===== src/rtl/alu_issue_ctrl.sv =====
// Initiator side of the ALU handshake: issues one decoded op at a time, waits for
// the ALU result (or aborts on timeout) and holds it as a writeback/branch response.
module alu_issue_ctrl #(
    parameter int DATA_W         = 32,
    parameter int OP_W           = 5,
    parameter int RD_W           = 5,
    parameter int TIMEOUT_CYCLES = 16
) (
    input  logic              soc_clk,
    input  logic              reset,
    input  logic              issue_valid,
    output logic              issue_ready,
    input  logic [OP_W-1:0]   issue_op,
    input  logic [DATA_W-1:0] issue_a,
    input  logic [DATA_W-1:0] issue_b,
    input  logic [RD_W-1:0]   issue_rd,
    output logic              dat_ready,
    output logic [DATA_W-1:0] ALU_dat1,
    output logic [DATA_W-1:0] ALU_dat2,
    output logic [OP_W-1:0]   Instruction_to_ALU,
    input  logic [DATA_W-1:0] ALU_out,
    input  logic              ALU_overflow,
    input  logic              ALU_zero,
    input  logic              ALU_con_met,
    input  logic              ALU_err,
    input  logic              ALU_ready,
    output logic              wb_valid,
    input  logic              wb_ready,
    output logic [DATA_W-1:0] wb_data,
    output logic [RD_W-1:0]   wb_rd,
    output logic              wb_is_branch,
    output logic              wb_taken,
    output logic              wb_overflow,
    output logic              wb_zero,
    output logic              wb_err,
    output logic              wb_timeout
);
    localparam int               TMR_W         = $clog2(TIMEOUT_CYCLES);
    localparam logic [TMR_W-1:0] TMR_LAST      = TMR_W'(TIMEOUT_CYCLES - 1);
    localparam logic [OP_W-1:0]  OP_BRANCH_MAX = OP_W'(5);
    localparam logic [OP_W-1:0]  OP_VALID_MAX  = OP_W'(15);
    localparam logic [OP_W-1:0]  OP_PARKED     = OP_W'(16);

    typedef enum logic [1:0] {S_IDLE, S_WAIT, S_RESP} state_t;

    state_t            state, state_next;
    logic [TMR_W-1:0]  timer, timer_next;
    logic [RD_W-1:0]   rd_q, rd_next;
    logic              branch_q, branch_next;

    logic              dat_ready_next;
    logic [DATA_W-1:0] dat1_next, dat2_next;
    logic [OP_W-1:0]   instr_next;
    logic              wb_valid_next;
    logic [DATA_W-1:0] wb_data_next;
    logic [RD_W-1:0]   wb_rd_next;
    logic              wb_is_branch_next, wb_taken_next, wb_overflow_next;
    logic              wb_zero_next, wb_err_next, wb_timeout_next;

    assign issue_ready = (state == S_IDLE);

    always_comb begin
        state_next        = state;
        timer_next        = timer;
        rd_next           = rd_q;
        branch_next       = branch_q;
        dat_ready_next    = dat_ready;
        dat1_next         = ALU_dat1;
        dat2_next         = ALU_dat2;
        instr_next        = Instruction_to_ALU;
        wb_valid_next     = wb_valid;
        wb_data_next      = wb_data;
        wb_rd_next        = wb_rd;
        wb_is_branch_next = wb_is_branch;
        wb_taken_next     = wb_taken;
        wb_overflow_next  = wb_overflow;
        wb_zero_next      = wb_zero;
        wb_err_next       = wb_err;
        wb_timeout_next   = wb_timeout;

        case (state)
            S_IDLE: begin
                if (issue_valid) begin
                    if (issue_op <= OP_VALID_MAX) begin
                        dat1_next      = issue_a;
                        dat2_next      = issue_b;
                        instr_next     = issue_op;
                        rd_next        = issue_rd;
                        branch_next    = (issue_op <= OP_BRANCH_MAX);
                        dat_ready_next = 1'b1;
                        timer_next     = '0;
                        state_next     = S_WAIT;
                    end else begin
                        // Rejected opcode: answer directly, the ALU never sees it.
                        wb_valid_next     = 1'b1;
                        wb_err_next       = 1'b1;
                        wb_data_next      = '0;
                        wb_rd_next        = issue_rd;
                        wb_is_branch_next = 1'b0;
                        wb_taken_next     = 1'b0;
                        wb_overflow_next  = 1'b0;
                        wb_zero_next      = 1'b0;
                        wb_timeout_next   = 1'b0;
                        state_next        = S_RESP;
                    end
                end
            end

            S_WAIT: begin
                timer_next = timer + 1'b1;
                // A result arriving on the terminal count still wins over the timeout.
                if (ALU_ready) begin
                    dat_ready_next    = 1'b0;
                    wb_valid_next     = 1'b1;
                    wb_data_next      = ALU_out;
                    wb_rd_next        = rd_q;
                    wb_is_branch_next = branch_q;
                    wb_taken_next     = ALU_con_met & branch_q;
                    wb_overflow_next  = ALU_overflow;
                    wb_zero_next      = ALU_zero;
                    wb_err_next       = ALU_err;
                    wb_timeout_next   = 1'b0;
                    state_next        = S_RESP;
                end else if (timer == TMR_LAST) begin
                    dat_ready_next    = 1'b0;
                    wb_valid_next     = 1'b1;
                    wb_data_next      = '0;
                    wb_rd_next        = rd_q;
                    wb_is_branch_next = branch_q;
                    wb_taken_next     = 1'b0;
                    wb_overflow_next  = 1'b0;
                    wb_zero_next      = 1'b0;
                    wb_err_next       = 1'b1;
                    wb_timeout_next   = 1'b1;
                    state_next        = S_RESP;
                end
            end

            S_RESP: begin
                if (wb_ready) begin
                    wb_valid_next = 1'b0;
                    state_next    = S_IDLE;
                end
            end

            default: state_next = S_IDLE;
        endcase
    end

    always_ff @(posedge soc_clk) begin
        if (reset) begin
            state              <= S_IDLE;
            timer              <= '0;
            rd_q               <= '0;
            branch_q           <= 1'b0;
            dat_ready          <= 1'b0;
            ALU_dat1           <= '0;
            ALU_dat2           <= '0;
            Instruction_to_ALU <= OP_PARKED;
            wb_valid           <= 1'b0;
            wb_data            <= '0;
            wb_rd              <= '0;
            wb_is_branch       <= 1'b0;
            wb_taken           <= 1'b0;
            wb_overflow        <= 1'b0;
            wb_zero            <= 1'b0;
            wb_err             <= 1'b0;
            wb_timeout         <= 1'b0;
        end else begin
            state              <= state_next;
            timer              <= timer_next;
            rd_q               <= rd_next;
            branch_q           <= branch_next;
            dat_ready          <= dat_ready_next;
            ALU_dat1           <= dat1_next;
            ALU_dat2           <= dat2_next;
            Instruction_to_ALU <= instr_next;
            wb_valid           <= wb_valid_next;
            wb_data            <= wb_data_next;
            wb_rd              <= wb_rd_next;
            wb_is_branch       <= wb_is_branch_next;
            wb_taken           <= wb_taken_next;
            wb_overflow        <= wb_overflow_next;
            wb_zero            <= wb_zero_next;
            wb_err             <= wb_err_next;
            wb_timeout         <= wb_timeout_next;
        end
    end
endmodule


===== config.mk =====
export PLATFORM = sky130hd
export DESIGN_NAME = alu_issue_ctrl
export DESIGN_NICKNAME = d
export VERILOG_FILES = /design/src/rtl/alu_issue_ctrl.sv
export SDC_FILE = /design/constraint.sdc
export NUM_CORES = 1
export LEC_CHECK = 0
export BUFFER_PORTS_ARGS = -buffer_cell sky130_fd_sc_hd__buf_2
export CORE_AREA = 2 2 125 127
export CTS_CLUSTER_SIZE = 30
export DETAILED_ROUTE_END_ITERATION = 8
export DIE_AREA = 0 0 127 129
export PLACE_DENSITY = 0.68
export SYNTH_ARGS = -nofsm -noshare
export SYNTH_HDL_FRONTEND = slang
export SYNTH_SLANG_ARGS = --single-unit

===== constraint.sdc =====
create_clock -name soc_clk -period 1.6 [get_ports soc_clk]
set_clock_uncertainty 0.15 [all_clocks]
set_input_delay 0.32 -clock soc_clk [delete_from_list [all_inputs] [get_ports soc_clk]]
set_output_delay 0.32 -clock soc_clk [all_outputs]
set_load 0.05 [all_outputs]

### Word level (Yosys, flattened, before mapping)

Cells that the tools add are included.
W data, S select, Z words.

* muxes and demuxes: 45
* reductions and logical operators: 9
* eq/ne operators: 8
* magnitude comparators: 2
* add/subtract/negate cells: 1
* bitwise gates (word level): 1

Operator list (count)
* $mux W32: 4
* $pmux W32 S2: 1
* $mux W5: 4
* $mux W1: 18
* $pmux W1 S2: 7
* $mux W2: 5
* $pmux W5 S2: 1
* $reduce_and A3 Y1: 3
* $mux W4: 2
* $pmux W4 S2: 1
* $reduce_and A4 Y1: 2
* $ne A2 B2 Y1 const B: 3
* $pmux W2 S3: 1
* $le A5 B3 Y1 const B: 1
* $le A5 B4 Y1 const B: 1
* $reduce_and A5 Y1: 1
* $add A4 B1 Y4 const B: 1
* $eq A4 B4 Y1 const B: 1
* $ne A3 B3 Y1 const B: 1
* $pmux W1 S3: 1
* $reduce_bool A3 Y1: 1
* $eq A2 B1 Y1 const B: 1
* $eq A2 B2 Y1 const B: 1
* $logic_not A2 Y1: 1
* 3 further kinds: 3

* register bits after elaboration: 126
* logic and storage cells: 83
* bits of input ports: 115
* output and inout bits: 115

### Logic depth before layout (Yosys ltp)

* depth after elaboration: 4
* gate-level depth with buffers: 8

### Worst setup path after synthesis

OpenSTA, ideal clock, no wires.

* kind: register -> register
* start point: register state[1]
* end point: register ALU_dat1[0]
* arrival time: 1.568 ns
* cell stages (with the launch flop): 8
* slack: -0.250 ns
* clock period less this slack: 1.850 ns
* buffers on the path: 3
* library setup time: 0.132 ns
* cells stage by stage: dfxtp_1 -> buf_4 -> nor2_2 -> nand2_1 -> buf_4 -> buf_2 -> nand2_1 -> a21oi_1

* word-level cells in the longest chain between the ends: 2

Ends and longest elaborated chain
* from (decl): line 46 `state_t state, state_next;`
* from (signal assigned): line 170 `state <= state_next;`
* $logic_not A2 Y1
* net issue_ready: line 12 `output logic issue_ready,`
* $reduce_and A3 Y1 (no source line)
* to (signal assigned): line 175 `ALU_dat1 <= dat1_next;`
* to (decl): line 18 `output logic [DATA_W-1:0] ALU_dat1,`

The timed path passes the listed nets, and every way through them passes these cells.
A chain may end at the register's enable or synchronous reset.

### Final worst setup path

* start point: register timer[1]
* end point: register wb_data[30]

* word-level cells in the longest chain between the ends: 3

Ends and longest elaborated chain
* from (decl): line 47 `logic [TMR_W-1:0] timer, timer_next;`
* from (signal assigned): line 171 `timer <= timer_next;`
* $eq A4 B4 Y1: line 124 `end else if (timer == TMR_LAST) begin`
* $ne A3 B3 Y1 (no source line)
* $reduce_and A4 Y1 (no source line)
* to (signal assigned): line 179 `wb_data <= wb_data_next;`
* to (decl): line 29 `output logic [DATA_W-1:0] wb_data,`

Every way passes these cells.

==> flow_summary.ini <==
[placed_design]
detailed_place_hpwl_um = 8608
port_buffers = 229
placement.cell_area_sq_um = 5856
place_congestion = 0.7528
place_inst = 893

[min_path]
hold_path_startpoint = issue_b[9]
min_delay_path_depth = 3
hold_path_class = in2reg
whs_endpoint = ALU_dat2[9]

[worst_setup_path]
critical_path.cell_chain = ha_4 -> a31oi_4 -> nand3b_1 -> o21ai_2 -> buf_12 -> a22o_1
worst_path_dominant_cell_family = compound AO/OA/AOI/OAI gates
rrSetupSlack_ps = 20
worst-setup-path-type = reg2reg
rr_endpoint = wb_data[30]
worst_reg2reg_path_depth = 6
end_kind = flip-flop
cp_slowest_cell = dfxtp_4
critPathBufInv = 1
timing.critical_path.slowest_cell_delay_ps = 350
critical_path_arrival_ps = 1780
timing.rr.start = timer[1]
worstPathMaxFanout = 26
worstPathRequired_ps = 1800
start_kind = flip-flop

[yosys]
yosysWarnings = 0
synth_cell_types = 36
synth.ff_latch_count = 126
synth.net_count = 611
synth.yosys.seq_area_share_pct = 57.05
syn_area_cell_sq_um = 8.933
netlist_instances = 495
syn-cell-area_sq_um = 4422

[timing]
maxClockFrequency_mhz = 631.7
final_max_slew_viol_count = 0
worst_slew_pin_slew_ps = 425.1
max_slew_margin_pct = 71.66
min_period_over_period_pct = 98.93
finalHoldViolations = 0
grt_setup_unrepaired = true
setup-violations-final = 0
min_period_ps = 1583
setup_total_negative_slack_ps = 0

[global_routing]
antenna_found_initial = 0
grt_start_max_net_pins = 54
first_pass_grt_wire_length_um = 21780
grt.overflow.total = 0
gr-usage-all-layers_pct = 16.80
grt_pass1_vias = 4505

[cts]
cts-htree-levels = 4
cts.root.buffer_cell = clkbuf_16
cts.path.max_buffers = 2
clock-sinks = 126
path_clk_slew_ps = 50
tritoncts = yes
clock_insertion_delay_worst_skew_ps = 400
numCtsBuffers = 17

[floorplanning]
floorplan.initialDensity_pct = 29.52
chipHeight_um = 129
placement_rows = 45
io-pin-count = 230
coreArea_sq_um = 14980
die_width_um = 127
floorplan.die_area_sq_um = 16380

[power]
clkPwrFrac_pct = 42.0
vdd_drop_max_uv = 675.0
intPower_uw = 6044
sw_frac_of_total_pct = 27.67
switching_power_uw = 2312
power_density_nw_per_um2 = 1112
power.sequential.fraction_pct = 40.2
power_frac_comb_pct = 17.9
leakagePower_uw = 0.003430

[detailed_routing]
final_routed_wirelength_across_all_metal_layers_um = 14770
routed_via_density = 4.543
routed_len_inst_um = 14.41
remaining_drcs = 0
via_count = 4657
drt.antenna.violating_nets = 0
detailedRoute.firstIterationViolations = 199
detailedRoute.firstPassIterationCount = 4

[finish]
final_cells = 1025
n_antenna_cell = 0
fin_area_sq_um = 7516
post_layout_net_count = 942
area_delta_synth_final_pct = 69.98
post_route_cells_drive_above_1_share_pct = 36.68

[job]
maxCapViolations = 0

[outcome]
result_of_the_run = finished clean
==> per-layer routing <==
metal / up-vias / part of all wire (%) / global-route usage (%)
met2: 172 / 51 / 29.66
met1: 2135 / 40 / 18.33
li1: 2321 / - / -
met3: 29 / 6.6 / 5.821
met4: 0 / 2.1 / 7.434
met5: - / 0 / 0
==> worst max path at each step <==
stage / start / to / slack, ps / depth (start not counted)
final: timer[1] / wb_data[30] / 20 / 6
after detailed placement: issue_op[4] / ALU_dat2[7] / -5 / 6
after global placement: issue_op[4] / ALU_dat1[26] / 30 / 6
after floorplan: state[1] / ALU_dat1[0] / -3 / 8
after global routing: timer[1] / wb_data[30] / -50 / 6
after CTS: state[0] / issue_ready / 10 / 2
==> area by class of cell <==
cell class / count / area (sq um)
clock inverter: 7 / 63.81
tap: 188 / 235.2
timing repair buffer: 350 / 2465
inverter: 2 / 7.507
sequential: 126 / 2535
multi-input combinational: 329 / 1742
clock buffer: 23 / 467.9
fill: 1354 / 7461
==> Yosys cell counts, drive strengths merged <==
library cell / count / area (sq um)
nor2: 18 / 72.57
a211o: 1 / 8.760
a211oi: 2 / 27.53
nand2b: 1 / 6.260
and2: 1 / 6.260
or3: 1 / 6.260
nor3: 5 / 25.02
xor2: 2 / 17.52
nand2: 163 / 614.3
a31oi: 1 / 12.51
a22o: 34 / 297.8
a21oi: 81 / 416.7
nor2b: 1 / 6.260
nand3b: 1 / 7.510
clkbuf: 14 / 52.55
nand4: 1 / 6.260
a311oi: 6 / 71.32
nand3: 1 / 5.000
buf: 24 / 161.4
dfxtp: 126 / 2522
a21o: 1 / 7.510
a22oi: 1 / 7.510
o21ai: 2 / 13.76
and3: 1 / 6.260
ha: 1 / 12.51
and2b: 1 / 7.510
o211ai: 2 / 15.01
inv: 2 / 7.510
==> power by group through the flow <==
stage / Clock, uW / Sequential (uW) / Combinational (uW)
after global routing: 3740 / 3370 / 1590
after floorplan: 0 / 3850 / 386
after global placement: 0 / 3410 / 1230
final: 3510 / 3360 / 1490
after detailed placement: 0 / 3420 / 1230
after CTS: 3600 / 3350 / 1420
==> stage by stage <==
stage	total power, uW	setup slack [ps]	utilization (%)	hold WS, ps
2_1_floorplan	4235	-3.443	-	273.9
3_3_place_gp	4637	29.05	39.10	281.9
3_5_place_dp	4644	-4.547	39.10	283.9
4_1_cts	8372	11.32	49.16	1.187
5_1_grt	8696	-53.83	50.18	5.607
6_report	8356	17.06	50.18	13.39
==> worst reg2reg max path, delay by kind of cell (launching register included) <==
kind / cells / cell delay, ps
fa+ha+maj: 1 / 170
flops: 1 / 350
simple gates: 1 / 120
compound gates: 3 / 540
buf+inv: 1 / 200
==> sequential cells by signal (all words and copies together) (netlist names) <==
| name | flops |
|---|---|
| wb_zero | 1 |
| wb_valid | 1 |
| wb_err | 1 |
| ALU_dat1 | 32 |
| wb_timeout | 1 |
| rd_q | 5 |
| dat_ready | 1 |
| ALU_dat2 | 32 |
| state | 2 |
| Instruction_to_ALU | 5 |
| wb_data | 32 |
| wb_is_branch | 1 |
| timer | 4 |
| wb_overflow | 1 |
| wb_taken | 1 |
| branch_q | 1 |
| wb_rd | 5 |
==> cells by family after synthesis <==
| group | Yosys count | synth area share, % |
|---|---|---|
| XOR/XNOR | 2 | 0.3962 |
| AND/OR/NAND/NOR | 195 | 17.40 |
| flip-flops | 126 | 57.05 |
| AO/OA/AOI/OAI | 131 | 19.86 |
| adder cells (fa/ha/maj) | 1 | 0.2829 |
| buffers and inverters | 40 | 5.008 |
==> repair_timing <==
item                                    4_1_cts  5_1_grt
resized for setup                             8       14
pin swaps                                     1        6
buffers inserted                              2        3
hold endpoints to repair                     94        1
hold buffers                                 94        1
endpoints found under the setup margin        6       57
gates cloned                                  0        3
==> layout by cell type, fill, tap and decap left out, types with 8 or more instances in the layout <==
master	synthesis	routed
buf_2	15	227
clkbuf_16	0	20
a21oi_1	80	77
buf_4	4	14
buf_12	0	8
a22o_1	34	34
dfxtp_1	126	122
nor2_1	16	12
dlygate4sd3_1	0	95
nand2_1	162	161
(Power assumes the default switching activity.)
